===== src/rtl/ballot_unit.sv =====
// rtl/ballot_unit.sv - voting-session FSM: voter ID check, candidate selection, one-shot vote strobe.
// Optional SELECT inactivity timeout enabled by defining BALLOT_TIMEOUT_EN.
module ballot_unit #(
    parameter int NUM_CANDIDATES = 4,
    parameter int TIMEOUT_CYCLES = 255
) (
    input  logic       clk,
    input  logic       rst,
    input  logic [3:0] id_in,
    input  logic       id_load,
    input  logic [3:0] cand_in,
    input  logic       cand_sel,
    input  logic       confirm,
    input  logic       cancel,
    output logic [3:0] voter_id,
    output logic [3:0] candidate_number,
    output logic       vote_cast,
    output logic       busy,
    output logic       reject,
    output logic [7:0] votes_issued
);

    typedef enum logic [1:0] {S_IDLE, S_SELECT, S_CAST, S_GAP} state_t;

    localparam logic [4:0] NUM_CAND = 5'(NUM_CANDIDATES);

    if (NUM_CANDIDATES < 1 || NUM_CANDIDATES > 16 || TIMEOUT_CYCLES < 1 || TIMEOUT_CYCLES > 255) begin : g_param_check
        $error("ballot_unit: parameter out of range");
    end

    state_t      state_q, state_d;
    logic [3:0]  voter_id_q, voter_id_d;
    logic [3:0]  cand_q, cand_d;
    logic        cand_valid_q, cand_valid_d;
    logic [15:0] voted_q, voted_d;
    logic [7:0]  votes_q, votes_d;
    logic        vote_cast_q, vote_cast_d;
    logic        busy_q, busy_d;
    logic        reject_q, reject_d;
    logic        cand_ok;
`ifdef BALLOT_TIMEOUT_EN
    localparam logic [7:0] TMO = 8'(TIMEOUT_CYCLES);
    logic [7:0]  tmo_cnt_q, tmo_cnt_d;
    logic [7:0]  tmo_next;
`endif

    assign cand_ok = {1'b0, cand_in} < NUM_CAND;

    always_comb begin
        state_d      = state_q;
        voter_id_d   = voter_id_q;
        cand_d       = cand_q;
        cand_valid_d = cand_valid_q;
        voted_d      = voted_q;
        votes_d      = votes_q;
        reject_d     = 1'b0;
`ifdef BALLOT_TIMEOUT_EN
        tmo_cnt_d    = tmo_cnt_q;
        tmo_next     = 8'(tmo_cnt_q + 8'd1);
`endif
        case (state_q)
            S_IDLE: begin
                if (id_load) begin
                    if (voted_q[id_in]) begin
                        reject_d = 1'b1;
                    end else begin
                        voter_id_d   = id_in;
                        cand_valid_d = 1'b0;
                        state_d      = S_SELECT;
`ifdef BALLOT_TIMEOUT_EN
                        tmo_cnt_d    = 8'd0;
`endif
                    end
                end
            end
            S_SELECT: begin
                if (cancel) begin
                    state_d = S_IDLE;
                end else begin
                    if (cand_sel) begin
                        if (cand_ok) begin
                            cand_d       = cand_in;
                            cand_valid_d = 1'b1;
                        end else begin
                            reject_d = 1'b1;
                        end
                    end
                    // The vote is committed on the edge entering CAST so the strobe and count land together.
                    if (confirm && cand_valid_q) begin
                        state_d             = S_CAST;
                        voted_d[voter_id_q] = 1'b1;
                        if (votes_q != 8'hFF) begin
                            votes_d = 8'(votes_q + 8'd1);
                        end
                    end
`ifdef BALLOT_TIMEOUT_EN
                    if (cand_sel || confirm) begin
                        tmo_cnt_d = 8'd0;
                    end else if (tmo_next == TMO) begin
                        reject_d = 1'b1;
                        state_d  = S_IDLE;
                    end else begin
                        tmo_cnt_d = tmo_next;
                    end
`endif
                end
            end
            S_CAST:  state_d = S_GAP;
            default: state_d = S_IDLE;
        endcase
        vote_cast_d = (state_d == S_CAST);
        busy_d      = (state_d != S_IDLE);
    end

    always_ff @(posedge clk) begin
        if (rst) begin
            state_q      <= S_IDLE;
            voter_id_q   <= 4'd0;
            cand_q       <= 4'd0;
            cand_valid_q <= 1'b0;
            voted_q      <= 16'd0;
            votes_q      <= 8'd0;
            vote_cast_q  <= 1'b0;
            busy_q       <= 1'b0;
            reject_q     <= 1'b0;
`ifdef BALLOT_TIMEOUT_EN
            tmo_cnt_q    <= 8'd0;
`endif
        end else begin
            state_q      <= state_d;
            voter_id_q   <= voter_id_d;
            cand_q       <= cand_d;
            cand_valid_q <= cand_valid_d;
            voted_q      <= voted_d;
            votes_q      <= votes_d;
            vote_cast_q  <= vote_cast_d;
            busy_q       <= busy_d;
            reject_q     <= reject_d;
`ifdef BALLOT_TIMEOUT_EN
            tmo_cnt_q    <= tmo_cnt_d;
`endif
        end
    end

    assign voter_id         = voter_id_q;
    assign candidate_number = cand_q;
    assign vote_cast        = vote_cast_q;
    assign busy             = busy_q;
    assign reject           = reject_q;
    assign votes_issued     = votes_q;

endmodule

===== config.mk =====
export PLATFORM = sky130hd
export DESIGN_NAME = ballot_unit
export DESIGN_NICKNAME = d
export VERILOG_FILES = /design/src/rtl/ballot_unit.sv
export SDC_FILE = /design/constraint.sdc
export NUM_CORES = 1
export LEC_CHECK = 0
export CAP_MARGIN = 20
export CELL_PAD_IN_SITES_DETAIL_PLACEMENT = 1
export CELL_PAD_IN_SITES_GLOBAL_PLACEMENT = 2
export CORE_MARGIN = 10
export CORE_UTILIZATION = 34
export CTS_BUF_LIST = sky130_fd_sc_hd__clkbuf_8 sky130_fd_sc_hd__clkbuf_16
export DETAILED_ROUTE_END_ITERATION = 12
export GPL_ROUTABILITY_DRIVEN = 1
export PLACE_DENSITY_LB_ADDON = 0.1
export SETUP_SLACK_MARGIN = 0.02
export SYNTH_ARGS = -nofsm -noshare
export SYNTH_HDL_FRONTEND = slang
export SYNTH_SLANG_ARGS = --single-unit
export TNS_END_PERCENT = 20

===== constraint.sdc =====
create_clock -name clk -period 5.35 [get_ports clk]
set_clock_uncertainty 0.15 [all_clocks]
set_input_delay 1.07 -clock clk [delete_from_list [all_inputs] [get_ports clk]]
set_output_delay 1.07 -clock clk [all_outputs]
set_load 0.05 [all_outputs]

==> results.sh <==
export IMPL_reg2reg_slack_ps=3170
export IMPL_die_h_um=90.7
export IMPL_multi_input_area_um2=893
export IMPL_totalWireLength_um=4700
export IMPL_grt_pass1_wl_um=7490
export IMPL_p_leak_nw=0.767
export IMPL_worst_slew_pin_slew_ps=923
export IMPL_post_drt_wl_per_cell_um=17.1
export IMPL_slew_viol_final=0
export IMPL_ys_seq_area_share_pct=44.8
export IMPL_hold_buffers=0
export IMPL_status="complete, no violations"
export IMPL_rsz0062_at_grt="false"
export IMPL_num_vias=1435
export IMPL_grt_start_max_net_pins=41
export IMPL_ff_latch_area_um2=761
export IMPL_cts_resized=0
export IMPL_worst_ep_required_time_ps=5370
export IMPL_synthesis_nets=189
export IMPL_htreeDepth=2
export IMPL_yosysWarnings=0
export IMPL_grt_pass1_vias=1475
export IMPL_drt_vias_per_instance=5.22
export IMPL_syn_cell_area_mm2=0.00170
export IMPL_first_pass_iters=4
export IMPL_synth_edf_count=0
export IMPL_synthArstFlopShare_pct=0
export IMPL_cp_max_fo=13
export IMPL_cts_tree="built"
export IMPL_cts_buffer_depth=2
export IMPL_syn_area_per_cell_um2=9.77
export IMPL_io_pins=33
export IMPL_synth_seq_cells=38
export IMPL_endpoint="vote_cast$_SDFF_PP0_"
export IMPL_fillCellCount=563
export IMPL_grt_overflow=0
export IMPL_worstReg2RegStart="state_q[0]$_SDFF_PP0_"
export IMPL_start_kind="primary input"
export IMPL_grt_antenna_before_repair=0
export IMPL_diodes=0
export IMPL_track_usage_pct=11.0
export IMPL_antenna_left=0
export IMPL_dp_hpwl_um=3460
export IMPL_start_util_pct=35.5
export IMPL_clkSlewWorstSetupHoldPaths_ps=70
export IMPL_nets=222
export IMPL_setup_tns_final_ps=0
export IMPL_fin_crit_sh_pct=60.8
export IMPL_synthDistinctLibCells=35
export IMPL_final_util_pct=45.7
export IMPL_path_cells="clkdlybuf4s50_1, mux2_2, mux4_2, a2bb2oi_4, and4_1"
export IMPL_clock_sinks=38
export IMPL_cts_buffers=5
export IMPL_ir_drop_mv=0.138
export IMPL_hold_class="reg -> reg"
export IMPL_endpoint_kind="flop"
export IMPL_syn_inst=174
export IMPL_fmax_mhz=307
export IMPL_layout_min_cycle_time_ps=3250
export IMPL_critPathKind="in -> reg"
export IMPL_fp_row_count=25
export IMPL_timing_critical_path_from="id_in[2]"
export IMPL_core_mm2=0.00479
export IMPL_portBuffers=32
export IMPL_dieArea_mm2=0.00822
export IMPL_route_detailed_drc=0
export IMPL_synth_top_flop_cell="dfxtp_1"
export IMPL_p_per_area_mw_per_mm2=269
export IMPL_drt_initial_drc_count=66
export IMPL_place_inst=267
export IMPL_slowest_delay_ps=910
export IMPL_relSlewSlack_pct=38.4
export IMPL_root_buffer="clkbuf_8"
export IMPL_reg2reg_depth=4
export IMPL_drive_gt1_share_pct=10.1
export IMPL_post_cts_buffers=0
export IMPL_worstReg2RegEnd="votes_issued[5]$_SDFFE_PP0P_"
export IMPL_place_gp_congestion=0.769
export IMPL_fin_cells=275
export IMPL_hold_viol=0
export IMPL_slowest_stage="clkdlybuf4s50_1"
export IMPL_clock_latency_ps=280
export IMPL_cp_arrival_ps=3270
export IMPL_setup_violations=0
export IMPL_die_x_um=90.7
export IMPL_area_growth_pct=28.6
export IMPL_drv_cap=0
export IMPL_totalPowerFinal_mw=0.589
## worst min path at each step
stage                                     start  slack, ps                          endpoint  depth (start not counted)
2_1_floorplan          voted_q[10]$_SDFFE_PP0P_        290          voted_q[10]$_SDFFE_PP0P_                          2
3_3_place_gp   candidate_number[2]$_SDFFE_PP0P_        310  candidate_number[2]$_SDFFE_PP0P_                          1
3_5_place_dp            voted_q[8]$_SDFFE_PP0P_        310           voted_q[8]$_SDFFE_PP0P_                          2
4_1_cts        candidate_number[2]$_SDFFE_PP0P_        330  candidate_number[2]$_SDFFE_PP0P_                          1
5_1_grt        candidate_number[2]$_SDFFE_PP0P_        340  candidate_number[2]$_SDFFE_PP0P_                          1
6_report       candidate_number[3]$_SDFFE_PP0P_        330  candidate_number[3]$_SDFFE_PP0P_                          1
## per-layer routing
| metal | GRT usage, % | part of all wire, % |
|---|---|---|
| met1 | 14.1 | 49 |
| met2 | 17.4 | 45 |
| met3 | 3.66 | 5.2 |
| met4 | 1.99 | 0.49 |
| met5 | 0 | 0 |
## report_power, final
group          internal, mW  switching (mW)
Sequential            0.287         0.00561
Clock                 0.137          0.0990
Combinational        0.0256          0.0347
Total                 0.449           0.139
## Yosys cell counts (2+ instances only)
master	number	area [µm²]
a21oi_1	20	100
a31oi_1	6	37.5
clkbuf_1	6	22.5
dfxtp_1	38	761
inv_1	3	11.3
mux2_2	3	33.8
mux2i_1	15	150
mux4_2	3	67.6
nand2_1	6	22.5
nand2b_1	7	43.8
nand3_1	5	25.0
nor2_1	23	86.3
nor2b_1	2	12.5
nor3b_1	3	22.5
nor3b_2	2	25.0
nor4_1	4	25.0
o21ai_0	4	20.0
o31ai_1	3	22.5
or3_1	3	18.8
or4_1	3	22.5
## worst max-delay path: cells and delay by family
family          cells  cell delay (ps)
mux                 2              900
simple gates        1              190
compound gates      1              200
buf+inv             1              910
## metrics by stage
| stage | instance area [µm²] | worst slack [ps] | hold WS [ps] |
|---|---|---|---|
| final | 2190 | 2100 | 329 |
| after global routing | 2190 | 2000 | 342 |
| after CTS | 2190 | 2100 | 331 |
| after detailed placement | 2080 | 1820 | 313 |
| after global placement | 2080 | 1860 | 313 |
| after floorplan | 1700 | 2730 | 286 |
## area by class of cell
class                   count  area share, %
clock buffers               5           3.15
clock inverters             3           1.83
inverters                   3          0.515
multi-input cells         126           40.9
flip-flops and latches     38           34.8
well taps                  67           3.84
repair buffers             33           15.0
## sequential cells by signal (all words and copies together) (netlist names)
signal / count
voted_q: 16
votes_issued: 8
candidate_number: 4
voter_id: 4
state_q: 2
busy: 1
cand_valid_q: 1
reject: 1
vote_cast: 1
## layout by cell type (no fill, tap or decap), types with 2 or more instances in the layout
cell type / count
nand2_1: 6
a31oi_1: 6
mux4_2: 3
mux2i_1: 15
nand3_1: 5
or4_1: 3
nor4_1: 4
nand2b_1: 7
nor3b_2: 2
clkinv_2: 2
mux2_2: 3
o21ai_0: 4
nor2b_1: 2
clkdlybuf4s50_1: 32
nor3b_1: 3
dfxtp_1: 38
or3_1: 3
a21oi_1: 20
o31ai_1: 3
nor2_1: 23
clkbuf_8: 5
inv_1: 3
## cells by family after synthesis
kind of cell / Yosys count / synth area share, %
simple gates: 65 / 21.8
flops: 38 / 44.8
compound gates: 37 / 13.8
mux: 22 / 15.7
buf+inv: 10 / 2.65
xor+xnor: 1 / 0.516
fa+ha+maj: 1 / 0.736
Note: power is estimated with default switching activity, not from simulation.
